==> src/rtl/decoder_3x8_pkg.sv <==
// Shared widths and the code-to-one-hot decode used by the decoder_3x8 slice.
package decoder_3x8_pkg;

    localparam int unsigned CODE_W   = 3;
    localparam int unsigned ONEHOT_W = 8;

    function automatic logic [ONEHOT_W-1:0] decode_onehot(input logic [CODE_W-1:0] code);
        return ONEHOT_W'(1) << code;
    endfunction

endpackage

==> src/rtl/code_fifo.sv <==
// Circular buffer of DEPTH entries with wrapping pointers and an occupancy counter.
module code_fifo #(
    parameter int unsigned DEPTH = 2,
    parameter int unsigned WIDTH = 3
) (
    input  logic             clk,
    input  logic             rst_n,
    input  logic             i_push_valid,
    output logic             o_push_ready,
    input  logic [WIDTH-1:0] i_push_data,
    input  logic             i_pop_ready,
    output logic             o_pop_valid,
    output logic [WIDTH-1:0] o_head_data,
    output logic             o_full,
    output logic             o_empty
);

    localparam int unsigned PTR_W = (DEPTH > 1) ? $clog2(DEPTH) : 1;
    localparam int unsigned CNT_W = $clog2(DEPTH) + 1;

    logic [WIDTH-1:0] r_mem [DEPTH];
    logic [PTR_W-1:0] r_wr_ptr;
    logic [PTR_W-1:0] r_rd_ptr;
    logic [CNT_W-1:0] r_count;

    logic w_full;
    logic w_empty;
    logic w_push;
    logic w_pop;

    assign w_full  = (r_count == CNT_W'(DEPTH));
    assign w_empty = (r_count == '0);
    // A pop while full does not open the slot until the next cycle.
    assign w_push  = i_push_valid & ~w_full;
    assign w_pop   = i_pop_ready & ~w_empty;

    assign o_push_ready = ~w_full;
    assign o_pop_valid  = ~w_empty;
    assign o_full       = w_full;
    assign o_empty      = w_empty;
    assign o_head_data  = r_mem[r_rd_ptr];

    // Pointers wrap naturally because DEPTH is a power of two.
    always_ff @(posedge clk or negedge rst_n) begin
        if (!rst_n) begin
            r_wr_ptr <= '0;
            r_rd_ptr <= '0;
            r_count  <= '0;
        end else begin
            if (w_push) begin
                r_wr_ptr <= r_wr_ptr + PTR_W'(1);
            end
            if (w_pop) begin
                r_rd_ptr <= r_rd_ptr + PTR_W'(1);
            end
            case ({w_push, w_pop})
                2'b10:   r_count <= r_count + CNT_W'(1);
                2'b01:   r_count <= r_count - CNT_W'(1);
                default: r_count <= r_count;
            endcase
        end
    end

    always_ff @(posedge clk) begin
        if (w_push) begin
            r_mem[r_wr_ptr] <= i_push_data;
        end
    end

endmodule

==> src/rtl/decoder_3x8.sv <==
// Buffered 3-to-8 decoder: codes queue in code_fifo, the head is decoded to one-hot.
module decoder_3x8 #(
    parameter int unsigned DEPTH = 2
) (
    input  logic       clk,
    input  logic       rst_n,
    input  logic       in_valid,
    output logic       in_ready,
    input  logic       a,
    input  logic       b,
    input  logic       c,
    output logic       out_valid,
    input  logic       out_ready,
    output logic [7:0] d,
    output logic       full,
    output logic       empty,
    output logic [7:0] xfer_cnt
);

    import decoder_3x8_pkg::*;

    logic [CODE_W-1:0] w_head;
    logic              w_out_valid;
    logic              w_pop;
    logic [7:0]        r_xfer_cnt;

    code_fifo #(
        .DEPTH (DEPTH),
        .WIDTH (CODE_W)
    ) u_code_fifo (
        .clk          (clk),
        .rst_n        (rst_n),
        .i_push_valid (in_valid),
        .o_push_ready (in_ready),
        .i_push_data  ({a, b, c}),
        .i_pop_ready  (out_ready),
        .o_pop_valid  (w_out_valid),
        .o_head_data  (w_head),
        .o_full       (full),
        .o_empty      (empty)
    );

    assign w_pop     = w_out_valid & out_ready;
    assign out_valid = w_out_valid;
    // Gate with valid so stale storage never reaches d.
    assign d         = w_out_valid ? decode_onehot(w_head) : '0;
    assign xfer_cnt  = r_xfer_cnt;

    always_ff @(posedge clk or negedge rst_n) begin
        if (!rst_n) begin
            r_xfer_cnt <= '0;
        end else if (w_pop) begin
            r_xfer_cnt <= r_xfer_cnt + 8'd1;
        end
    end

endmodule
==> config.mk <==
export PLATFORM = sky130hd
export DESIGN_NAME = decoder_3x8
export DESIGN_NICKNAME = d
export VERILOG_FILES = /design/src/rtl/decoder_3x8_pkg.sv /design/src/rtl/code_fifo.sv /design/src/rtl/decoder_3x8.sv
export SDC_FILE = /design/constraint.sdc
export NUM_CORES = 1
export LEC_CHECK = 0
export CAP_MARGIN = 10
export CORE_UTILIZATION = 42
export CTS_BUF_LIST = sky130_fd_sc_hd__clkbuf_8
export DETAILED_ROUTE_END_ITERATION = 12
export GPL_TIMING_DRIVEN = 0
export PLACE_DENSITY = 0.76
export SYNTH_ARGS = -nofsm -noshare
export SYNTH_HDL_FRONTEND = slang
export SYNTH_SLANG_ARGS = --single-unit
export TNS_END_PERCENT = 5
==> constraint.sdc <==
create_clock -name clk -period 1.48 [get_ports clk]
set_input_delay 0.148 -clock clk [delete_from_list [all_inputs] [get_ports clk]]
set_output_delay 0.148 -clock clk [all_outputs]
set_load 0.02 [all_outputs]
==> results by group, run 1 <==
Synthesis
  – Area leader, netlist: dfrtp_1
  – Top-area cell type share of the netlist area: 0.348
  – Sequential area share after synthesis: 0.557
  – Nets in the synthesized netlist: between 80 and 90
  – Proportion of synthesized flip-flops having asynchronous set or reset: 0.667
  – Post-Syn Area: approximately 860 um^2
  – Cells after Synth: 74
  – Number of warnings reported in the yosys synthesis log: 0
  – Number of register bits inferred by synthesis: 18
  – Count of flip-flops with a built-in enable after synthesis: 6
  – Dominant synthesized flop cell: dfrtp_1
  – Mean instance size in the synthesized netlist: roughly 12 um^2
  – Most frequent cells after synthesis: 12 x dfrtp_1, 12 x nor2_1, 9 x xnor2_1
  – Synth unique cells: 24
  – Leading cell types by total area after synthesis: dfrtp_1 35%, edfxtp_1 21%, xnor2_1 9.1%

Power and ir drop
  – Power Internal: about 1.6 mW
  – Total leakage power: approximately 0.57 nW
  – Sw Share: 0.402
  – Net Sw Power: around 1.1 mW
  – Clock share of power: 0.128
  – Power density relative to cell area: 2160 nW/um^2
  – Design Power: 2.65 mW
  – Fraction of power consumed by sequential logic: 0.342
  – Part of the total power dissipated in combinational logic: 0.530
  – Worst IR drop on VDD: ~0.0014 V

Cells and area
  – Count of inserted antenna diode cells: 0
  – Fill cell total of the finished layout: between 150 and 200
  – Fraction of layout instances using a drive strength above 1: 0.264
  – Final design instance area without fill: about 1200 um^2
  – Area delta synth->final: 42.7%
  – Final nets: between 100 and 150

Clocking
  – Post-CTS Hold Buffers: 0
  – Number of CTS-inserted buffers: 3
  – Clock slew at reported path FFs: 0.07 ns
  – Worst-Skew Late Latency: 0.25 ns
  – H-tree Lvls: 1
  – Clk sink count: 18
  – Maximum clock path buffer count: 2
  – TritonCTS clock tree: done
  – CTS root buf: clkbuf_8

Setup path
  – Cell-by-cell listing of the critical path: buf_6 > mux2_4 > nand2b_4 > nor2_1 > buf_4
  – Crit path buffers/inverters: 2
  – Type of element launching the critical path: flop
  – Worst path top cell family by delay: flip-flops
  – Data arrival time of the worst path: between 1 and 1.5 ns
  – Category of the worst setup path capture point: output port
  – Worst stage delay on the critical path: between 0.3 and 0.4 ns
  – Cell with the biggest individual delay on the critical path: dfrtp_1
  – Startpoint of the worst-slack reg-to-reg timing path: u_code_fifo.r_count[1]
  – Worst EP required: 1.33 ns
  – Maximum net fanout on the critical path: 9
  – Startpoint of the worst setup timing path: u_code_fifo.r_rd_ptr
  – Classification of the worst setup path: reg2out

Die
  – Initial standard-cell utilization of the core: 0.444
  – Total die area: around 2200 um^2
  – Height of the die: between 40 and 50 um
  – Num ports: 27
  – Total core area: ~1900 um^2
  – Die width: about 47 um
  – Row Count: 16

STA
  – Final Critical Period: 1.61 ns
  – Setup repair after global routing missed its margin: yes
  – Clock Skews: ~0.0022 ns
  – Max-slew violation count: 0
  – Final Hold Viols: 0
  – Final worst path period share: 1.09
  – Count of final setup violators: 8
  – Slew Limit Headroom: 0.646
  – Slew @ Worst Pin: 0.529 ns
  – Maximum clock rate: slightly above 600 MHz
  – Smallest setup slack after layout: -0.129 ns

Route
  – Count of TritonRoute iterations in the first routing pass: 4
  – Number of remaining DRC errors: 0
  – Routed length per instance: 12.1 um
  – Detail Route Antenna Nets: 0
  – Post-DR vias/cell: between 4 and 5
  – Total length of routed wires: around 1600 um
  – Total via count in the routed design: roughly 620
  – Number of design-rule violations left by the first detailed-router iteration: 5

Place
  – Pre-CTS setup slack: -0.332 ns
  – Standard cell area after detailed placement: about 1200 um^2
  – Estimated wirelength of the detail-placed design: roughly 1200 um
  – Count of buffers from port buffering: 26
  – Placer Congestion: 0.725

Outcome
  – Outcome: finished with violations
  – Failing checks: negative setup slack

GRT
  – Largest net degree at the start of global routing: 13
  – Global-route wire length before repair: approximately 2400 um
  – Initial antenna violation count: 0
  – Global-route total usage across every layer: 0.158
  – Via count of the first global-routing pass: 561
  – Overall overflow remaining after global route: 0

Flow run
  – Max-capacitance violation count: 0

Worst hold path
  – Path class of the lowest-slack min-delay path: in2async
-- timing repair --
item	in CTS	in global routing
gates resized for setup	35	24
setup endpoints to repair	13	13
buffers inserted	0	2
pin swaps	2	1
-- power by group through the flow --
stage | Sequential [mW] | Combinational, mW | Clock, mW
floorplan | 0.971 | 0.768 | 0
global placement | 0.898 | 1.34 | 0
detailed placement | 0.905 | 1.37 | 0
CTS | 0.909 | 1.33 | 0.344
global route | 0.938 | 1.50 | 0.368
finish | 0.907 | 1.40 | 0.340
-- cells in the final DEF, fill, tap and decap left out, drive strengths merged, types with 2 or more instances in the layout --
cell,count
xor2,3
inv,4
clkbuf,4
and3,2
buf,12
nand2,6
dlymetal6s2s,3
edfxtp,6
dfrtp,12
ha,2
nand2b,2
mux2,2
xnor2,9
nand4,3
nor2,12
dlygate4sd2,2
clkdlybuf4s50,11
-- cells by family (layout without fill, tap and decap cells) --
family | Yosys count | count (layout) | share of synthesized area
buffers and inverters | 6 | 38 | 0.0392
DFF | 18 | 18 | 0.557
and+or+nand+nor | 28 | 28 | 0.161
AOI/OAI and AO/OA | 6 | 6 | 0.0566
adders and majority gates | 2 | 2 | 0.0290
xor gates and xnor gates | 12 | 12 | 0.122
muxes | 2 | 2 | 0.0348
-- worst reg2reg max path: stages (launching register included) --
cell	delay, ns
dfrtp_2	0.44
o21a_1	0.21
buf_6	0.13
ha_1	0.20
xnor2_1	0.13
nor2_1	0.07
xor2_1	0.15
-- final cells by class --
cell class	instances	area (um^2)	area share
Buffer	2	22.5	0.0183
Timing Repair Buffer	28	255	0.208
Multi-Input combinational cell	50	375	0.305
Tap cell	27	33.8	0.0275
Sequential cell	18	483	0.393
Clock buffer	3	41.3	0.0336
Inverter	4	15.0	0.0122
Clock inverter	1	3.75	0.00305
-- flip-flops by register name (all words and copies together), names as in the netlist --
register              cells
xfer_cnt                  8
u_code_fifo.r_mem         6
u_code_fifo.r_count       2
u_code_fifo.r_wr_ptr      1
u_code_fifo.r_rd_ptr      1
-- layer usage --
metal  vias to the layer above  share of wire  routed length (um)  global-route usage
met2                        26           0.51                 816               0.282
met4                         0         0.0037                   6              0.0514
li1                        317              -                   -                   -
met1                       279           0.41                 660               0.188
met5                         -              0                   0                   0
met3                         2          0.075                 120              0.0308
-- path summary, 6_finish.rpt --
kind | end | slack (ns) | depth (start not counted)
hold reg to reg | xfer_cnt[7] | 0.47 | 1
hold / removal | xfer_cnt[7] | 0.25 | 1
max in group asynchronous | u_code_fifo.r_count[0] | 0.85 | 1
setup / recovery | d[1] | -0.13 | 5
min in group clk | xfer_cnt[7] | 0.47 | 1
setup reg to reg | u_code_fifo.r_count[1] | 0.03 | 6
-- through the flow --
| step | cells | setup TNS (ns) | utilization | hold slack (ns) |
|---|---|---|---|---|
| after floorplan | 74 | 0 | - | -0.148 |
| after global placement | 127 | -1.97 | 0.597 | 0.459 |
| after detailed placement | 127 | -2.19 | 0.597 | 0.464 |
| after CTS | 131 | -1.35 | 0.615 | 0.275 |
| after global routing | 133 | -1.12 | 0.633 | 0.298 |
| final | 133 | -0.581 | 0.633 | 0.246 |
(Power assumes the default switching activity.)
==> run 2: changes to the inputs <==
--- a/config.mk
+++ b/config.mk
@@ -5,13 +5,16 @@
 export SDC_FILE = /design/constraint.sdc
 export NUM_CORES = 1
 export LEC_CHECK = 0
+export ABC_CLOCK_PERIOD_IN_PS = 1480
 export CAP_MARGIN = 10
 export CORE_UTILIZATION = 42
 export CTS_BUF_LIST = sky130_fd_sc_hd__clkbuf_8
 export DETAILED_ROUTE_END_ITERATION = 12
 export GPL_TIMING_DRIVEN = 0
-export PLACE_DENSITY = 0.76
+export PLACE_DENSITY = 0.77
+export SLEW_MARGIN = 20
 export SYNTH_ARGS = -nofsm -noshare
 export SYNTH_HDL_FRONTEND = slang
+export SYNTH_HIERARCHICAL = 1
 export SYNTH_SLANG_ARGS = --single-unit
 export TNS_END_PERCENT = 5
==> run 2 against run 1 <==
  * The run still ends with negative setup slack left
  * Combinational power grew 6%
  * Flip-flop and latch count is the same
  * Maximum frequency increased by 0.75%
  * First-iteration DRC count grew 40%
  * Global-route usage up 1.7 points
  * Critical path type unchanged
  * Largest power group unchanged
  * Highest routed layer unchanged
==> results by group, run 2 <==
Cells and area
  – Largest register FFs: 8 (unchanged)
  – Final design instance area without fill: 1240 um^2 (+1.0%)
  – Final nets: 112 (-3.4%)
  – Area delta synth->final: 49.1%
  – Fill cell total of the finished layout: 150 (-9.1%)
  – Fraction of layout instances using a drive strength above 1: 0.314 (+0.0496)
  – Most used cells in the layout excluding fill and tap cells: 11 x dfrtp_1, 10 x clkdlybuf4s50_1, 9 x buf_4
  – Count of inserted antenna diode cells: 0 (unchanged)
  – Commonest non-fill, non-tap cell in the layout: dfrtp_1

GRT
  – Via count of the first global-routing pass: 582 (+3.7%)
  – Global-route total usage across every layer: 0.175 (+0.0168)
  – Overall overflow remaining after global route: 0 (unchanged)
  – Global-route wire length before repair: 2500 um (+3.4%)
  – Largest net degree at the start of global routing: 13 (unchanged)
  – Initial antenna violation count: 0 (unchanged)

Setup path
  – Maximum net fanout on the critical path: 5 (-4)
  – Worst stage delay on the critical path: 0.44 ns (+0.07 ns)
  – Cell-by-cell listing of the critical path: mux2_4 > nand2b_4 > nor2_4 > buf_6
  – Category of the worst setup path capture point: output port
  – Worst EP required: 1.33 ns (about the same)
  – Data arrival time of the worst path: 1.45 ns (about the same)
  – Classification of the worst setup path: reg2out
  – Cell with the biggest individual delay on the critical path: dfrtp_2
  – Type of element launching the critical path: flop

Power and ir drop
  – Power density relative to cell area: 2230 nW/um^2 (+3.3%)
  – Worst IR drop on VDD: 0.00140 V (-1.1%)
  – Total leakage power: 0.592 nW (+4.6%)

Synthesis
  – Nets in the synthesized netlist: 79 (-4.8%)
  – Cells after Synth: 70 (-5.4%)
  – Dominant synthesized flop cell: dfrtp_1
  – Count of flip-flops with a built-in enable after synthesis: 6 (unchanged)
  – Post-Syn Area: 833 um^2 (-3.3%)
  – Mean instance size in the synthesized netlist: 11.9 um^2 (+2.2%)
  – Leading cell types by total area after synthesis: dfrtp_1 36%, edfxtp_1 22%, xnor2_1 7.4%
  – Number of register bits inferred by synthesis: 18 (unchanged)
  – Synth unique cells: 20 (-17%)
  – Sequential area share after synthesis: 0.577 (+0.0192)
  – Area leader, netlist: dfrtp_1
  – Number of warnings reported in the yosys synthesis log: 6 (+6)
  – Most frequent cells after synthesis: 12 x dfrtp_1, 9 x nor2_1, 7 x xnor2_1
  – Proportion of synthesized flip-flops having asynchronous set or reset: 0.667 (unchanged)
  – Most frequent cell after synthesis: dfrtp_1
  – Top-area cell type share of the netlist area: 0.360 (+0.0120)

STA
  – Clock Skews: 0.00259 ns (+0.000381 ns)
  – Max-slew violation count: 0 (unchanged)
  – Smallest setup slack after layout: -0.117 ns (+0.0120 ns)
  – Final Critical Period: 1.60 ns (-0.0120 ns)
  – Maximum clock rate: 626 MHz (+0.75%)
  – Setup repair after global routing missed its margin: yes
  – Slew Limit Headroom: 0.642 (-0.00410)
  – Final worst path period share: 1.08 (-0.00809)
  – Slew @ Worst Pin: 0.535 ns (+0.00613 ns)
  – Final Hold Viols: 0 (unchanged)
  – Worst hold slack: 0.246 ns (-0.000166 ns)
  – Count of final setup violators: 9 (+1)

Clocking
  – Clk sink count: 18 (unchanged)
  – CTS root buf: clkbuf_8
  – Maximum clock path buffer count: 2 (unchanged)
  – Worst-Skew Late Latency: 0.25 ns (about the same)
  – Number of CTS-inserted buffers: 3 (unchanged)
  – TritonCTS clock tree: done
  – Clock slew at reported path FFs: 0.07 ns (about the same)
  – H-tree Lvls: 1 (unchanged)

Place
  – Count of buffers from port buffering: 26 (unchanged)
  – Estimated wirelength of the detail-placed design: 1150 um (-3.5%)
  – Placer Congestion: 0.661 (-8.8%)
  – Standard cell area after detailed placement: 1130 um^2 (-2.3%)

Worst hold path
  – Path class of the lowest-slack min-delay path: in2async

Route
  – Count of TritonRoute iterations in the first routing pass: 4 (unchanged)
  – Total via count in the routed design: 614 (-1.6%)
  – Post-DR vias/cell: 4.83 (+3.0%)
  – Number of remaining DRC errors: 0 (unchanged)
  – Number of design-rule violations left by the first detailed-router iteration: 7 (+2)
  – Detail Route Antenna Nets: 0 (unchanged)
  – Routed length per instance: 13.8 um (+14%)
  – Total length of routed wires: 1750 um (+9.0%)

Outcome
  – Outcome: finished with violations
  – Failing checks: negative setup slack

Die
  – Num ports: 27 (unchanged)
  – Total die area: 2170 um^2 (-3.2%)
  – Die width: 46.5 um (-1.6%)
  – Row Count: 15 (-1)
  – Height of the die: 46.5 um (-1.6%)
  – Total core area: 1800 um^2 (-7.2%)
  – Initial standard-cell utilization of the core: 0.462 (+0.0186)

Flow run
  – Max-capacitance violation count: 0 (unchanged)
run 2: changes by cell type after synthesis, sizes merged, moves of 2 or more:
cell	change
and2	+2
inv	-2
mux2	+2
nand2b	+2
nor2	-3
nor3	+2
xnor2	-2
xor2	+2
run 2: worst paths after layout:
check                                       start                     end  depth (start not counted)  slack (ns)
max                          u_code_fifo/r_rd_ptr                    d[4]                          4       -0.12
min                                         rst_n    u_code_fifo/r_wr_ptr                          1        0.25
max reg2reg                u_code_fifo/r_count[0]  u_code_fifo/r_count[1]                          6       -0.05
min reg2reg                           xfer_cnt[7]             xfer_cnt[7]                          1        0.47
max in group asynchronous                   rst_n    u_code_fifo/r_rd_ptr                          1        0.85
min in group clk                      xfer_cnt[7]             xfer_cnt[7]                          1        0.47
run 2: final cells by class:
class	instances	area [um^2]	share of cell area
Sequential cell	18	482	0.388
Multi-Input combinational cell	49	404	0.325
Timing Repair Buffer	28	255	0.205
Clock buffer	4	55.1	0.0443
Tap cell	25	31.3	0.0252
Buffer	1	7.51	0.00604
Inverter	2	7.51	0.00604
run 2: logic make-up (layout without fill, tap and decap cells):
kind of cell  count (synthesis)  in the layout  share of synthesized area
buf+inv                       3             35                     0.0180
mux                           4              4                     0.0586
simple gates                 31             31                      0.191
xor+xnor                     12             12                      0.126
fa+ha+maj                     2              2                     0.0300
flops                        18             18                      0.577
run 2: worst max-delay path, delay by kind of cell, from the launching register on:
family | cells | cell delay [ns]
buffers and inverters | 1 | 0.12
AND/OR/NAND/NOR | 2 | 0.29
flip-flops | 1 | 0.44
multiplexers | 1 | 0.35
run 2: layer usage:
layer,GRT usage,vias to the layer above,wire length [um],part of all wire
met5,0,-,0,0
met4,0.124,0,35,0.020
met3,0.0235,4,66,0.038
met2,0.300,20,947,0.54
met1,0.195,292,698,0.40
li1,-,298,-,-
run 2: per-stage QoR:
stage | std cells | setup slack [ns] | TNS (ns) | utilization | total power [mW]
finish | 127 | -0.117 | -0.748 | 0.690 | 2.77
global route | 127 | -0.161 | -1.22 | 0.690 | 2.93
CTS | 126 | -0.172 | -1.01 | 0.660 | 2.66
detailed placement | 121 | -0.417 | -2.69 | 0.628 | 2.24
global placement | 121 | -0.371 | -2.61 | 0.628 | 2.21
floorplan | 70 | -0.0194 | -0.0194 | - | 1.69
run 2: repair_timing:
item | in CTS | in global routing
buffers inserted | 1 | 1
endpoints found under the setup margin | 14 | 15
pin swaps | 1 | 2
gates resized for setup | 47 | 16
hold buffers | 0 | 0
run 2: power breakdown:
part	switching, mW	total [mW]	leakage [nW]	internal (mW)
combinational	0.774	1.49	0.361	0.713
clock	0.161	0.397	0.0288	0.236
sequential	0.173	0.883	0.202	0.709
==> run 3: changes to the inputs <==
--- a/config.mk
+++ b/config.mk
@@ -7,11 +7,10 @@
 export LEC_CHECK = 0
 export ABC_CLOCK_PERIOD_IN_PS = 1480
 export CAP_MARGIN = 10
-export CORE_UTILIZATION = 42
+export CORE_UTILIZATION = 30
 export CTS_BUF_LIST = sky130_fd_sc_hd__clkbuf_8
 export DETAILED_ROUTE_END_ITERATION = 12
 export GPL_TIMING_DRIVEN = 0
-export PLACE_DENSITY = 0.77
 export SLEW_MARGIN = 20
 export SYNTH_ARGS = -nofsm -noshare
 export SYNTH_HDL_FRONTEND = slang
==> run 3 against run 2 <==
  * The flow still finishes with violations (negative setup slack)
  * Clock skew shrank 0.00061 ns
  * Sequential share of layout area rose by 0.47 points
  * Critical path depth unchanged
  * First-iteration DRC count shrank 86%
  * Worst setup slack gained 0.022 ns
  * Routed wire length fell by 9.3%
  * Critical endpoint unchanged
  * Largest power group unchanged
  * Highest routed layer unchanged
==> results by group, run 3 (same netlist as run 2, synthesis figures left out) <==
GRT
  – Global-route total usage across every layer: 0.115 (-0.0600)
  – Largest net degree at the start of global routing: 13 (unchanged)
  – Overall overflow remaining after global route: 0 (unchanged)
  – Via count of the first global-routing pass: 512 (-12%)
  – Global-route wire length before repair: 2280 um (-8.8%)
  – Initial antenna violation count: 0 (unchanged)

Route
  – Post-DR vias/cell: 4.52 (-6.5%)
  – Count of TritonRoute iterations in the first routing pass: 2 (-2)
  – Total via count in the routed design: 601 (-2.1%)
  – Routed length per instance: 11.9 um (-13%)
  – Detail Route Antenna Nets: 0 (unchanged)
  – Number of design-rule violations left by the first detailed-router iteration: 1 (-6)
  – Total length of routed wires: 1590 um (-9.3%)
  – Number of remaining DRC errors: 0 (unchanged)

STA
  – Slew Limit Headroom: 0.630 (-0.0117)
  – Clock Skews: 0.00198 ns (-0.000613 ns)
  – Maximum clock rate: 635 MHz (+1.4%)
  – Max-slew violation count: 0 (unchanged)
  – Slew @ Worst Pin: 0.553 ns (+0.0175 ns)
  – Final worst path period share: 1.06 (-0.0150)
  – Final Critical Period: 1.57 ns (-0.0223 ns)
  – Count of final setup violators: 8 (-1)
  – Smallest setup slack after layout: -0.0948 ns (+0.0223 ns)
  – Final Hold Viols: 0 (unchanged)
  – Setup repair after global routing missed its margin: yes
  – Setup Total Neg Slack: -0.630 ns (+0.118 ns)

Clocking
  – H-tree Lvls: 1 (unchanged)
  – Worst-Skew Late Latency: 0.25 ns (about the same)
  – Clock slew at reported path FFs: 0.07 ns (about the same)
  – CTS root buf: clkbuf_8
  – Number of CTS-inserted buffers: 3 (unchanged)
  – Maximum clock path buffer count: 2 (unchanged)
  – Post-CTS Hold Buffers: 0 (unchanged)
  – TritonCTS clock tree: done
  – Clk sink count: 18 (unchanged)

Setup path
  – Maximum net fanout on the critical path: 5 (unchanged)
  – Worst EP required: 1.33 ns (about the same)
  – Classification of the worst setup path: reg2out
  – Reg2reg path depth: 6 (unchanged)
  – Worst stage delay on the critical path: 0.44 ns (about the same)
  – Reg-to-reg endpoint: u_code_fifo/r_count[1]
  – R2R Setup Slk: -0.04 ns (about the same)
  – Data arrival time of the worst path: 1.43 ns (-0.02 ns)
  – Category of the worst setup path capture point: output port
  – Type of element launching the critical path: flop
  – Startpoint of the worst setup timing path: u_code_fifo/r_rd_ptr
  – Cell with the biggest individual delay on the critical path: dfrtp_2
  – Startpoint of the worst-slack reg-to-reg timing path: u_code_fifo/r_count[1]
  – Cell-by-cell listing of the critical path: mux2_4 > nand2b_4 > nor2_2 > buf_6
  – End point of the critical path: d[4]

Cells and area
  – Core Util, Final: 0.482 (-0.207)
  – Most used cells in the layout excluding fill and tap cells: 11 x clkdlybuf4s50_1, 11 x dfrtp_1, 9 x buf_4
  – Count of inserted antenna diode cells: 0 (unchanged)
  – Largest register FFs: 8 (unchanged)
  – Area delta synth->final: 47.3%
  – Final nets: 113 (+0.89%)
  – Fraction of layout instances using a drive strength above 1: 0.330 (+0.0164)

Power and ir drop
  – Power density relative to cell area: 2180 nW/um^2 (-2.3%)
  – Total leakage power: 0.584 nW (-1.2%)
  – Worst IR drop on VDD: 0.00108 V (-23%)

Place
  – Estimated wirelength of the detail-placed design: 1130 um (-2.0%)
  – Placer Congestion: 0.672 (+1.7%)
  – Count of buffers from port buffering: 26 (unchanged)

Die
  – Total core area: 2540 um^2 (+41%)
  – Height of the die: 54.7 um (+18%)
  – Num ports: 27 (unchanged)
  – Row Count: 18 (+3)
  – Initial standard-cell utilization of the core: 0.327 (-0.135)
  – Die width: 54.7 um (+18%)
  – Total die area: 2990 um^2 (+38%)

Outcome
  – Failing checks: negative setup slack
  – Outcome: finished with violations

Worst hold path
  – Path class of the lowest-slack min-delay path: in2async

Flow run
  – Max-capacitance violation count: 0 (unchanged)
run 3: power by group:
group / switching (mW) / internal [mW] / leakage (nW)
combinational: 0.745 / 0.716 / 0.359
clock: 0.155 / 0.184 / 0.0231
sequential: 0.162 / 0.709 / 0.202
total: 1.06 / 1.61 / 0.584
run 3: layer usage:
metal  up-vias  wire [um]  GRT usage
met5         -          0          0
met4         0         11     0.0769
met3         2         87     0.0250
met2        15        815      0.173
met1       285        670      0.145
li1        299          -          -
run 3: how the worst min path moves through the flow:
stage | endpoint | start | slack [ns]
after global placement | xfer_cnt[7] | xfer_cnt[7] | 0.47
after global routing | xfer_cnt[6] | rst_n | 0.29
after floorplan | u_code_fifo/r_count[0] | rst_n | -0.15
final | xfer_cnt[6] | rst_n | 0.26
after CTS | u_code_fifo/r_rd_ptr | rst_n | 0.28
after detailed placement | xfer_cnt[7] | xfer_cnt[7] | 0.47
run 3: cell type report:
type | instances | area (um^2)
timing repair buffer | 29 | 256
tap | 30 | 37.5
multi-input combinational | 49 | 392
clock buffer | 3 | 41.3
clock inverter | 1 | 3.75
sequential | 18 | 482
fill | 261 | 1320
buffer | 1 | 7.51
inverter | 2 | 7.51
run 3: through the flow:
stage                     setup slack, ns  instance area [um^2]  instances  power, mW  hold slack [ns]
after CTS                          -0.164                  1180        131       2.59            0.275
after global placement             -0.378                  1140        126       2.23            0.469
after detailed placement           -0.404                  1140        126       2.24            0.474
after floorplan                   -0.0194                   841         70       1.69           -0.148
after global routing               -0.164                  1230        133       2.86            0.289
final                             -0.0948                  1230        133       2.67            0.256
run 3: worst max-delay path: cells and delay by family (launching register included):
kind	cells	cell delay, ns
DFF	1	0.44
and+or+nand+nor	2	0.26
muxes	1	0.35
buffers and inverters	1	0.13
run 3: repair_timing:
action	4_1_cts	5_1_grt
pin swaps	0	4
gates resized for setup	45	18
setup endpoints to repair	13	15
buffers inserted	1	2
